<file path="config.mk">
export PLATFORM = sky130hd
export DESIGN_NAME = chdr_ctrl_frame_guard
export DESIGN_NICKNAME = d
export VERILOG_FILES = /design/src/rtl/chdr_pkg.sv /design/src/rtl/chdr_out_reg.sv /design/src/rtl/chdr_ctrl_frame_guard.sv
export SDC_FILE = /design/constraint.sdc
export NUM_CORES = 1
export LEC_CHECK = 0
export ABC_AREA = 0
export CAP_MARGIN = 20
export CORE_ASPECT_RATIO = 1.25
export CORE_MARGIN = 2
export CORE_UTILIZATION = 44
export DETAILED_ROUTE_END_ITERATION = 10
export HOLD_SLACK_MARGIN = 0.15
export PLACE_DENSITY_LB_ADDON = 0.25
export SYNTH_ARGS = -nofsm -noshare
export SYNTH_HDL_FRONTEND = slang
export SYNTH_SLANG_ARGS = --single-unit
</file>
<file path="constraint.sdc">
create_clock -name clk -period 2.5 [get_ports clk]
set_input_delay 0.625 -clock clk [delete_from_list [all_inputs] [get_ports clk]]
set_output_delay 0.625 -clock clk [all_outputs]
set_load 0.02 [all_outputs]
</file>
<file path="src/rtl/chdr_pkg.sv">
// ---------------------------------------------------------------------------
// chdr_pkg
//   Shared definitions for the CHDR control-stream framing guard.
//   - CHDR_LEN_HI / CHDR_LEN_LO : bit range of the byte-length field in the
//     64-bit header beat
//   - guard_state_t             : framing guard state machine encoding
//   - chdr_beats()              : converts a byte length into a 64-bit beat count
// ---------------------------------------------------------------------------
package chdr_pkg;

    localparam int CHDR_LEN_HI = 47;
    localparam int CHDR_LEN_LO = 32;

    typedef enum logic [1:0] {
        IDLE = 2'd0,
        BODY = 2'd1,
        PAD  = 2'd2,
        DROP = 2'd3
    } guard_state_t;

    // ceil(len/8), kept to 13 bits. The 17-bit intermediate avoids wrapping the
    // +7 for lengths near 16'hFFFF. Those lengths are always illegal, so losing
    // the top bit of the quotient is harmless.
    function automatic logic [12:0] chdr_beats(input logic [15:0] len);
        logic [16:0] sum;
        sum = {1'b0, len} + 17'd7;
        return sum[15:3];
    endfunction

endpackage

</file>
<file path="src/rtl/chdr_out_reg.sv">
// ---------------------------------------------------------------------------
// chdr_out_reg
//   Single-stage valid/ready output register. It can take a new beat
//   whenever it is empty or its current beat is being consumed, so a
//   continuously ready sink sees full throughput.
//   Ports:
//     clk, reset_n        clock, asynchronous active-low reset
//     s_valid/s_data/s_last  beat offered by the guard logic
//     s_ready             register can load this cycle
//     m_valid/m_data/m_last  registered output beat
//     m_ready             downstream ready
// ---------------------------------------------------------------------------
module chdr_out_reg #(
    parameter int W = 64
) (
    input  logic         clk,
    input  logic         reset_n,
    input  logic         s_valid,
    input  logic [W-1:0] s_data,
    input  logic         s_last,
    output logic         s_ready,
    output logic         m_valid,
    output logic [W-1:0] m_data,
    output logic         m_last,
    input  logic         m_ready
);

    assign s_ready = !m_valid || m_ready;

    // Data and last only move on a real load, so they stay put while stalled.
    always_ff @(posedge clk or negedge reset_n) begin
        if (!reset_n) begin
            m_valid <= 1'b0;
            m_data  <= '0;
            m_last  <= 1'b0;
        end else if (s_ready) begin
            m_valid <= s_valid;
            if (s_valid) begin
                m_data <= s_data;
                m_last <= s_last;
            end
        end
    end

endmodule

</file>
<file path="src/rtl/chdr_ctrl_frame_guard.sv">
// ---------------------------------------------------------------------------
// chdr_ctrl_frame_guard
//   Cut-through framing guard for the host CHDR control stream. Every packet
//   leaving this block has exactly ceil(len/8) beats:
//   - short packets are padded with zero beats
//   - long packets are truncated, and the excess is dropped
//   - packets with an illegal length are dropped whole
//   - packets that stall inside the body are padded out
//   Saturating error counters are kept for host readback.
//   Ports:
//     clk, reset_n                  clock, asynchronous active-low reset
//     clear                         zero counters, abort current packet
//     i_tdata/i_tlast/i_tvalid/i_tready  input CHDR stream
//     o_tdata/o_tlast/o_tvalid/o_tready  guarded CHDR stream
//     cnt_short/cnt_long/cnt_drop/cnt_timeout  error counters
//     busy                          state is not IDLE
// ---------------------------------------------------------------------------
module chdr_ctrl_frame_guard
    import chdr_pkg::*;
#(
    parameter logic [15:0] MAX_BYTES = 16'd512,
    parameter int          TIMEOUT   = 16,
    parameter int          CNT_W     = 16
) (
    input  logic             clk,
    input  logic             reset_n,
    input  logic             clear,
    input  logic [63:0]      i_tdata,
    input  logic             i_tlast,
    input  logic             i_tvalid,
    output logic             i_tready,
    output logic [63:0]      o_tdata,
    output logic             o_tlast,
    output logic             o_tvalid,
    input  logic             o_tready,
    output logic [CNT_W-1:0] cnt_short,
    output logic [CNT_W-1:0] cnt_long,
    output logic [CNT_W-1:0] cnt_drop,
    output logic [CNT_W-1:0] cnt_timeout,
    output logic             busy
);

    localparam bit          TIMEOUT_EN = (TIMEOUT != 0);
    localparam logic [15:0] TIMEOUT_M1 = 16'(TIMEOUT - 1);

    guard_state_t state, state_next;
    logic [12:0]  remaining, remaining_next;
    logic         in_open, in_open_next;
    logic [15:0]  idle_cnt, idle_cnt_next;
    logic         inc_short, inc_long, inc_drop, inc_timeout;

    logic         can_load;
    logic         accept;
    logic [15:0]  hdr_len;
    logic [12:0]  exp_beats;
    logic         len_bad;
    logic         emit_valid;
    logic [63:0]  emit_data;
    logic         emit_last;

    assign hdr_len   = i_tdata[CHDR_LEN_HI:CHDR_LEN_LO];
    assign exp_beats = chdr_beats(hdr_len);
    assign len_bad   = (hdr_len < 16'd8) || (hdr_len > MAX_BYTES);
    assign i_tready  = (state != PAD) && can_load;
    assign accept    = i_tvalid && i_tready;
    assign busy      = (state != IDLE);

    // State register plus the per-packet bookkeeping that moves with it.
    always_ff @(posedge clk or negedge reset_n) begin
        if (!reset_n) begin
            state     <= IDLE;
            remaining <= '0;
            in_open   <= 1'b0;
            idle_cnt  <= '0;
        end else begin
            state     <= state_next;
            remaining <= remaining_next;
            in_open   <= in_open_next;
            idle_cnt  <= idle_cnt_next;
        end
    end

    // Next-state logic. remaining counts output beats still owed for the packet.
    // in_open marks that the input packet has not yet delivered its tlast, so
    // after padding its tail must be swallowed in DROP.
    always_comb begin
        state_next     = state;
        remaining_next = remaining;
        in_open_next   = in_open;
        idle_cnt_next  = idle_cnt;
        inc_short      = 1'b0;
        inc_long       = 1'b0;
        inc_drop       = 1'b0;
        inc_timeout    = 1'b0;
        unique case (state)
            IDLE: begin
                if (accept) begin
                    if (len_bad) begin
                        inc_drop = 1'b1;
                        if (!i_tlast) state_next = DROP;
                    end else if (exp_beats == 13'd1) begin
                        if (!i_tlast) begin
                            inc_long   = 1'b1;
                            state_next = DROP;
                        end
                    end else begin
                        remaining_next = exp_beats - 13'd1;
                        idle_cnt_next  = '0;
                        if (i_tlast) begin
                            inc_short    = 1'b1;
                            in_open_next = 1'b0;
                            state_next   = PAD;
                        end else begin
                            state_next = BODY;
                        end
                    end
                end
            end
            BODY: begin
                // On clear, any beat accepted this cycle is discarded unsent.
                // remaining is left alone so the padding still completes the
                // packet.
                if (clear) begin
                    state_next   = PAD;
                    in_open_next = !(accept && i_tlast);
                end else if (accept) begin
                    idle_cnt_next  = '0;
                    remaining_next = remaining - 13'd1;
                    if (remaining == 13'd1) begin
                        if (i_tlast) begin
                            state_next = IDLE;
                        end else begin
                            inc_long   = 1'b1;
                            state_next = DROP;
                        end
                    end else if (i_tlast) begin
                        inc_short    = 1'b1;
                        in_open_next = 1'b0;
                        state_next   = PAD;
                    end
                end else if (!i_tvalid && TIMEOUT_EN) begin
                    if (idle_cnt == TIMEOUT_M1) begin
                        inc_timeout   = 1'b1;
                        in_open_next  = 1'b1;
                        idle_cnt_next = '0;
                        state_next    = PAD;
                    end else begin
                        idle_cnt_next = idle_cnt + 16'd1;
                    end
                end
            end
            PAD: begin
                if (can_load) begin
                    remaining_next = remaining - 13'd1;
                    if (remaining == 13'd1) state_next = in_open ? DROP : IDLE;
                end
            end
            DROP: begin
                if (accept && i_tlast) state_next = IDLE;
            end
            default: ;
        endcase
    end

    // Output logic: decides which beat, if any, is offered to the output register.
    always_comb begin
        emit_valid = 1'b0;
        emit_data  = '0;
        emit_last  = 1'b0;
        unique case (state)
            IDLE: begin
                if (accept && !len_bad) begin
                    emit_valid = 1'b1;
                    emit_data  = i_tdata;
                    emit_last  = (exp_beats == 13'd1);
                end
            end
            BODY: begin
                if (accept && !clear) begin
                    emit_valid = 1'b1;
                    emit_data  = i_tdata;
                    emit_last  = (remaining == 13'd1);
                end
            end
            PAD: begin
                if (can_load) begin
                    emit_valid = 1'b1;
                    emit_last  = (remaining == 13'd1);
                end
            end
            default: ;
        endcase
    end

    // Saturating error counters. clear wins over any increment in the same cycle.
    always_ff @(posedge clk or negedge reset_n) begin
        if (!reset_n) begin
            cnt_short   <= '0;
            cnt_long    <= '0;
            cnt_drop    <= '0;
            cnt_timeout <= '0;
        end else if (clear) begin
            cnt_short   <= '0;
            cnt_long    <= '0;
            cnt_drop    <= '0;
            cnt_timeout <= '0;
        end else begin
            if (inc_short   && (cnt_short   != '1)) cnt_short   <= cnt_short   + CNT_W'(1);
            if (inc_long    && (cnt_long    != '1)) cnt_long    <= cnt_long    + CNT_W'(1);
            if (inc_drop    && (cnt_drop    != '1)) cnt_drop    <= cnt_drop    + CNT_W'(1);
            if (inc_timeout && (cnt_timeout != '1)) cnt_timeout <= cnt_timeout + CNT_W'(1);
        end
    end

    chdr_out_reg #(.W(64)) u_out_reg (
        .clk     (clk),
        .reset_n (reset_n),
        .s_valid (emit_valid),
        .s_data  (emit_data),
        .s_last  (emit_last),
        .s_ready (can_load),
        .m_valid (o_tvalid),
        .m_data  (o_tdata),
        .m_last  (o_tlast),
        .m_ready (o_tready)
    );

endmodule

</file>
Word-level counts from Yosys, hierarchy flattened

Cells that the tools add are included.
W data, S select, Z words.

Flip-flop bits (word level): 162
Bits of input ports: 70
Output and inout bits: 132
Logic and storage cells: 157

$lt $le $gt $ge: 2
Reduce and logical (&&, ||, !) cells: 28
Multiplexer cells: 84
Equality and inequality tests: 24
$add $sub $neg: 8

Operators with widths:

| operator                | count |
|---|---|
| $mux W16                | 15 |
| $mux W64                | 2 |
| $pmux W64 S2            | 1 |
| $add A16 B1 Y16 const B | 5 |
| $mux W13                | 6 |
| $ne A16 B16 Y1 const B  | 4 |
| $pmux W13 S3            | 1 |
| $mux W1                 | 36 |
| $mux W2                 | 16 |
| $pmux W16 S2            | 1 |
| $eq A13 B1 Y1 const B   | 2 |
| $sub A13 B1 Y13 const B | 2 |
| $reduce_and A7 Y1       | 3 |
| $ne A2 B2 Y1 const B    | 9 |
| $add A16 B3 Y16 const B | 1 |
| $eq A16 B4 Y1 const B   | 1 |
| $gt A16 B10 Y1 const B  | 1 |
| $lt A16 B4 Y1 const B   | 1 |
| $ne A4 B4 Y1 const B    | 3 |
| $reduce_bool A2 Y1      | 6 |
| $logic_and A1 B1 Y1     | 9 |
| $pmux W2 S4             | 1 |
| $pmux W1 S2             | 3 |
| $pmux W1 S3             | 2 |
| 10 further kinds        | 15 |

Logic depth before layout (Yosys ltp)

Depth in word-level cells: 10
Mapped depth: 13
Mapped depth without buffers: 10

Hierarchy

Synthesis repeated with hierarchy kept, for this count alone.

Cell total of the unflattened synthesis: 960
Area total of the unflattened synthesis: 9639.2 um^2

By module, submodules not included:

| module                | area an instance (um^2) | seq. area each (um^2) | cells an instance | times used |
|---|---|---|---|---|
| chdr_ctrl_frame_guard | 6911.6                  | 2402.3                | 819               | 1 |
| chdr_out_reg          | 2727.6                  | 1651.6                | 141               | 1 |

Worst setup path after synthesis

Ideal clock, no wire load.

Path type: input to register
Start point: input port i_tdata[38]
End point: register u_out_reg.m_data[58]
Library setup time: 0.135 ns
Arrival: 2.550 ns
Path slack: -0.185 ns
Buffers on the path: 4
Required time: 2.365 ns
Cell stages on the path: 11
Cells stage by stage: buf_2 > nor3_4 > nand4_2 > a2111oi_4 > nor2_1 > a21o_1 > clkbuf_1 > clkbuf_1 > buf_2 > nand2_1 > o21ai_0

Cells in the longest elaborated chain, start to end: 7
Elaborated cells between the ends (all ways): 10
Classes of those cells: order compare: 2; mux: 4; reduce/logical: 4

RTL lines:

| what                                                   | line                         | source |
|---|---|---|
| from (decl)                                            | chdr_ctrl_frame_guard.sv:28  | `input logic [63:0] i_tdata,` |
| $lt A16 B4 Y1 / $gt A16 B10 Y1 (equally long branches) | chdr_ctrl_frame_guard.sv:63  | `assign len_bad = (hdr_len < 16'd8) \|\| (hdr_len > MAX_BYTES);` |
| $logic_or A1 B1 Y1 (*)                                 | chdr_ctrl_frame_guard.sv:63  |  |
| $logic_not A1 Y1 (*)                                   | chdr_ctrl_frame_guard.sv:172 | `if (accept && !len_bad) begin` |
| $logic_and A1 B1 Y1 (*)                                | chdr_ctrl_frame_guard.sv:172 |  |
| $mux W1                                                | chdr_ctrl_frame_guard.sv:172 |  |
| $pmux W1 S3                                            | chdr_ctrl_frame_guard.sv:170 | `unique case (state)` |
| $reduce_and A2 Y1 (no line)                            | -                            |  |
| to (signal assigned)                                   | chdr_out_reg.sv:39           | `m_data <= s_data;` |
| to (decl)                                              | chdr_out_reg.sv:23           | `output logic [W-1:0] m_data,` |

Every way passes the cells marked *; elsewhere a longest branch is shown, timed or not.
A chain may end at the register's enable or synchronous reset.

Final worst setup path

Start point: input port i_tdata[39]
End point: register cnt_long[3]

Cells in the longest elaborated chain, start to end: 8
Elaborated cells between the ends (all ways): 11
Classes of those cells: add/sub: 1; order compare: 2; eq/ne: 1; mux: 4; reduce/logical: 3

RTL lines:

| what                             | line                         | source |
|---|---|---|
| $add A16 B3 Y16                  | chdr_pkg.sv:26               | `sum = {1'b0, len} + 17'd7;` |
| $eq A13 B1 Y1                    | chdr_ctrl_frame_guard.sv:101 | `end else if (exp_beats == 13'd1) begin` |
| $mux W1                          | chdr_ctrl_frame_guard.sv:101 |  |
| $mux W1 (*)                      | chdr_ctrl_frame_guard.sv:98  | `if (len_bad) begin` |
| $mux W1 (*)                      | chdr_ctrl_frame_guard.sv:97  | `if (accept) begin` |
| $pmux W1 S2 (*)                  | chdr_ctrl_frame_guard.sv:95  | `unique case (state)` |
| $logic_and A1 B1 Y1 (*)          | chdr_ctrl_frame_guard.sv:209 | `if (inc_long && (cnt_long != '1)) cnt_long <= cnt_long + CNT_W'(1);` |
| $reduce_bool A2 Y1 (no line) (*) | -                            |  |
| to (signal assigned)             | chdr_ctrl_frame_guard.sv:209 |  |
| to (decl)                        | chdr_ctrl_frame_guard.sv:37  | `output logic [CNT_W-1:0] cnt_long,` |

Marks and branches as above.

==> qor.yml <==
root_buf_cell: "sky130_fd_sc_hd__clkbuf_16"
worst_path_max_delay_cell: "sky130_fd_sc_hd__nor4b_4"
sequential_cell_area_um2: 4050
mostFrequentLayoutCells: "sky130_fd_sc_hd__nand2_1 (184), sky130_fd_sc_hd__clkdlybuf4s50_1 (181), sky130_fd_sc_hd__dfrtp_1 (162)"
crit_fanout: 17
p_leak_uw: 0.00510
yosysWarningCount: 0
synthArstFlopShare_pct: 100
fmax_mhz: 407
multiInputGateArea_um2: 4520
area_overhead_vs_synth_pct: 46.9
clk_latency_ns: 0.43
post_synth_mux_area_share_pct: 0.602
critPathMostFrequentCell: "sky130_fd_sc_hd__buf_4"
ys_seq_elements: 162
setup_repair_after_global_routing_missed_its_margin: "yes"
post-synth-top-area-fraction_pct: 47.6
io_pins: 202
ant_nets: 0
first_global_vias: 7914
synth.area.top_cells: "sky130_fd_sc_hd__dfrtp_1 (48%), sky130_fd_sc_hd__nand2_1 (8.2%), sky130_fd_sc_hd__o21ai_0 (6.4%)"
die_outline_area_um2: 20500
edff_count_synth: 0
routed_length_per_instance_um: 15.9
worst_setup_path_type: "in -> reg"
hold_slack_ns: 0.476
critPathMaxStageDelay_ns: 0.30
grt_antenna_before_repair: 1
worst_ep_required_time_ns: 2.78
clkTransAtPathRegs_ns: 0.06
die_height_um: 160
clock_path_buffers: 2
clkSinkCount: 162
holdCritPathClass: "reg -> reg"
synth-compound-area-share_pct: 14.7
power_density_nw_per_um2: 733
worst_ep_arrival_time_ns: 2.74
timing.critical_path.to_type: "flop"
irDropWorstVdd_v: 0.000592
starting_density_pct: 45.2
globalRouteOverflowTotal: 0
proportion_of_synthesized_chip_area_in_sequential_cells_pct: 47.6
gp_congestion: 0.893
final_hold_viol_count: 0
grt_max_degree: 62
route.vias.total: 8086
core_area_um2: 18800
timing.slew.headroom_pct: 58.2
netlist_area_um2: 8510
wire_length_of_the_first_global_routing_pass_um: 38900
share_of_post_route_cells_with_drive_strength_above_1_pct: 16.9
post_synth_num_cell_types: 68
dp_hpwl_um: 16800
placement_rows: 56
status: "finished clean"
setup-tns-final_ns: 0
groute.usage.overall_pct: 23.5
main_combinational_cell_family_by_area_after_synthesis: "simple AND/OR/NAND/NOR gates"
worst_setup_path_endpoint: "cnt_long[3]"
regToRegStartpoint: "idle_cnt[13]"
crit_buf_inv: 5
cts_made_buffers: 17
drt_iter0_markers: 371
crit_path_cell_trace: "clkdlybuf4s15_1 -> nor3_4 -> buf_4 -> nand3b_1 -> buf_4 -> buf_4 -> o32ai_4 -> a21oi_2 -> buf_12 -> nor4b_4 -> xnor2_1 -> nor2_1"
syn-instance-count: 971
cts_tree: "yes"
crit-reg2reg-capture: "cnt_timeout[13]"
htree_num_levels: 4
xor_xnor_fraction_of_synth_area_pct: 6.27
syn_area_per_cell_um2: 8.77
finalWirelength_um: 23800
post_synth_fa_ha_maj_area_fraction_pct: 2.06
layout_commonest_cell: "sky130_fd_sc_hd__nand2_1"
numPlacedInstances: 1444
synth_flop_cell: "sky130_fd_sc_hd__dfrtp_1"
synth_largest_area_cell: "sky130_fd_sc_hd__dfrtp_1"
worst_r2r_path_depth: 6
reg_to_reg_setup_timing_slack_ns: 0.08
cell_depth_of_the_worst_setup_path: 12
fin_crit_sh_pct: 98.2
route.detailed.drc: 0
timing.critical_path.max_delay_family: "buffers and inverters"
final_cells: 1498
vias_per_cell: 5.40
fin_skew_ns: 0.0111
yosys.area_share.simple_pct: 25.6
kind_of_start_point_of_the_critical_path: "primary input"
layout_min_cycle_time_ns: 2.45
final-max-slew-violation-count: 0
design.final.nets: 1336
layout.filler_cells: 1518
setup_violations: 0
startpoint: "i_tdata[39]"
worst_slew_pin_slew_ns: 0.627
postSynthNetCount: 1055
detailed_routing_iterations_pass_1: 5
io_buffer_count: 201
max_cap_viol_count: 0
chipWidth_um: 128
==> report_power, final <==
group / switching, uW / internal (uW) / leakage, uW
combinational: 1880 / 1390 / 0.00258
clock: 1130 / 1620 / 0.000296
sequential: 244 / 2900 / 0.00222
==> cell usage after synthesis (4+ instances only) <==
master,count
sky130_fd_sc_hd__nand2_1,187
sky130_fd_sc_hd__dfrtp_1,162
sky130_fd_sc_hd__o21ai_0,109
sky130_fd_sc_hd__nor2_1,93
sky130_fd_sc_hd__xnor2_1,52
sky130_fd_sc_hd__nor3_1,39
sky130_fd_sc_hd__clkbuf_1,38
sky130_fd_sc_hd__nand3_1,38
sky130_fd_sc_hd__a21oi_1,31
sky130_fd_sc_hd__inv_1,18
sky130_fd_sc_hd__or3_1,16
sky130_fd_sc_hd__ha_1,14
sky130_fd_sc_hd__nand4_1,14
sky130_fd_sc_hd__and3_1,13
sky130_fd_sc_hd__nor4_1,13
sky130_fd_sc_hd__nand2b_1,11
sky130_fd_sc_hd__xor2_1,9
sky130_fd_sc_hd__buf_2,7
sky130_fd_sc_hd__nor3b_1,7
sky130_fd_sc_hd__o31ai_2,6
sky130_fd_sc_hd__a31oi_1,5
sky130_fd_sc_hd__and4_1,5
sky130_fd_sc_hd__o32ai_1,5
sky130_fd_sc_hd__a2bb2oi_1,4
sky130_fd_sc_hd__mux2i_1,4
sky130_fd_sc_hd__o21ai_1,4
sky130_fd_sc_hd__o22ai_1,4
sky130_fd_sc_hd__o31ai_1,4
==> cells by family (layout without fill, tap and decap cells) <==
group,Yosys count,in the layout
mux,5,5
fa+ha+maj,14,14
flops,162,162
other cells,0,1
buf+inv,66,360
compound gates,201,201
simple gates,462,462
xor+xnor,61,61
==> worst min-delay path: cells and delay by family (launching register included) <==
family / cells / cell delay [ns]
simple gates: 1 / 0.04
flops: 1 / 0.34
compound gates: 1 / 0.06
==> flip-flops by register name, summed over array words and instances (netlist names) <==
name and flops:
u_out_reg.m_data 64, cnt_drop 16, cnt_long 16, cnt_short 16, cnt_timeout 16, idle_cnt 16
remaining 13, state 2, in_open 1, u_out_reg.m_last 1, u_out_reg.m_valid 1
==> through the flow <==
stage	worst slack (ns)	total power, uW	cell area [um2]	utilization (%)
floorplan	-0.139	4950	8550	-
global placement	-0.857	6260	11400	60.6
detailed placement	-0.912	6320	11400	60.6
CTS	-0.00584	9140	12400	65.7
global route	-0.0555	9710	12500	66.4
finish	0.0458	9170	12500	66.4
==> area by class of cell <==
type | count | area share, %
Inverter | 19 | 0.600
Clock inverter | 13 | 1.39
Clock buffer | 19 | 3.54
Multi-Input combinational cell | 743 | 36.1
Tap cell | 232 | 2.32
Timing Repair Buffer | 309 | 23.6
Sequential cell | 162 | 32.4
Antenna cell | 1 | 0.0200
==> worst min path at each step <==
stage          cells past startpoint            startpoint                    to
6_report                           2  u_out_reg.m_data[62]  u_out_reg.m_data[62]
3_5_place_dp                       2   u_out_reg.m_data[8]   u_out_reg.m_data[8]
4_1_cts                            2   u_out_reg.m_data[1]   u_out_reg.m_data[1]
2_1_floorplan                      0               reset_n           cnt_drop[0]
3_3_place_gp                       2  u_out_reg.m_data[52]  u_out_reg.m_data[52]
5_1_grt                            2  u_out_reg.m_data[15]  u_out_reg.m_data[15]
==> what timing repair did <==
item	CTS	global route
setup buffers	14	7
hold buffers	1	0
resized for setup	72	31
cloned	3	0
setup endpoints to repair	130	89
pin swaps	15	21
endpoints found under the hold margin	24	0
==> metal layers <==
| layer | track usage [%] | routed length (um) | part of all wire, % | vias up |
|---|---|---|---|---|
| li1 | - | - | - | 3940 |
| met1 | 28.9 | 9620 | 40 | 3797 |
| met2 | 39.3 | 11800 | 50 | 311 |
| met3 | 6.89 | 1860 | 7.8 | 38 |
| met4 | 7.59 | 453 | 1.9 | 0 |
| met5 | 0 | 0 | 0 | - |
Power figures use the tool's default switching activity.
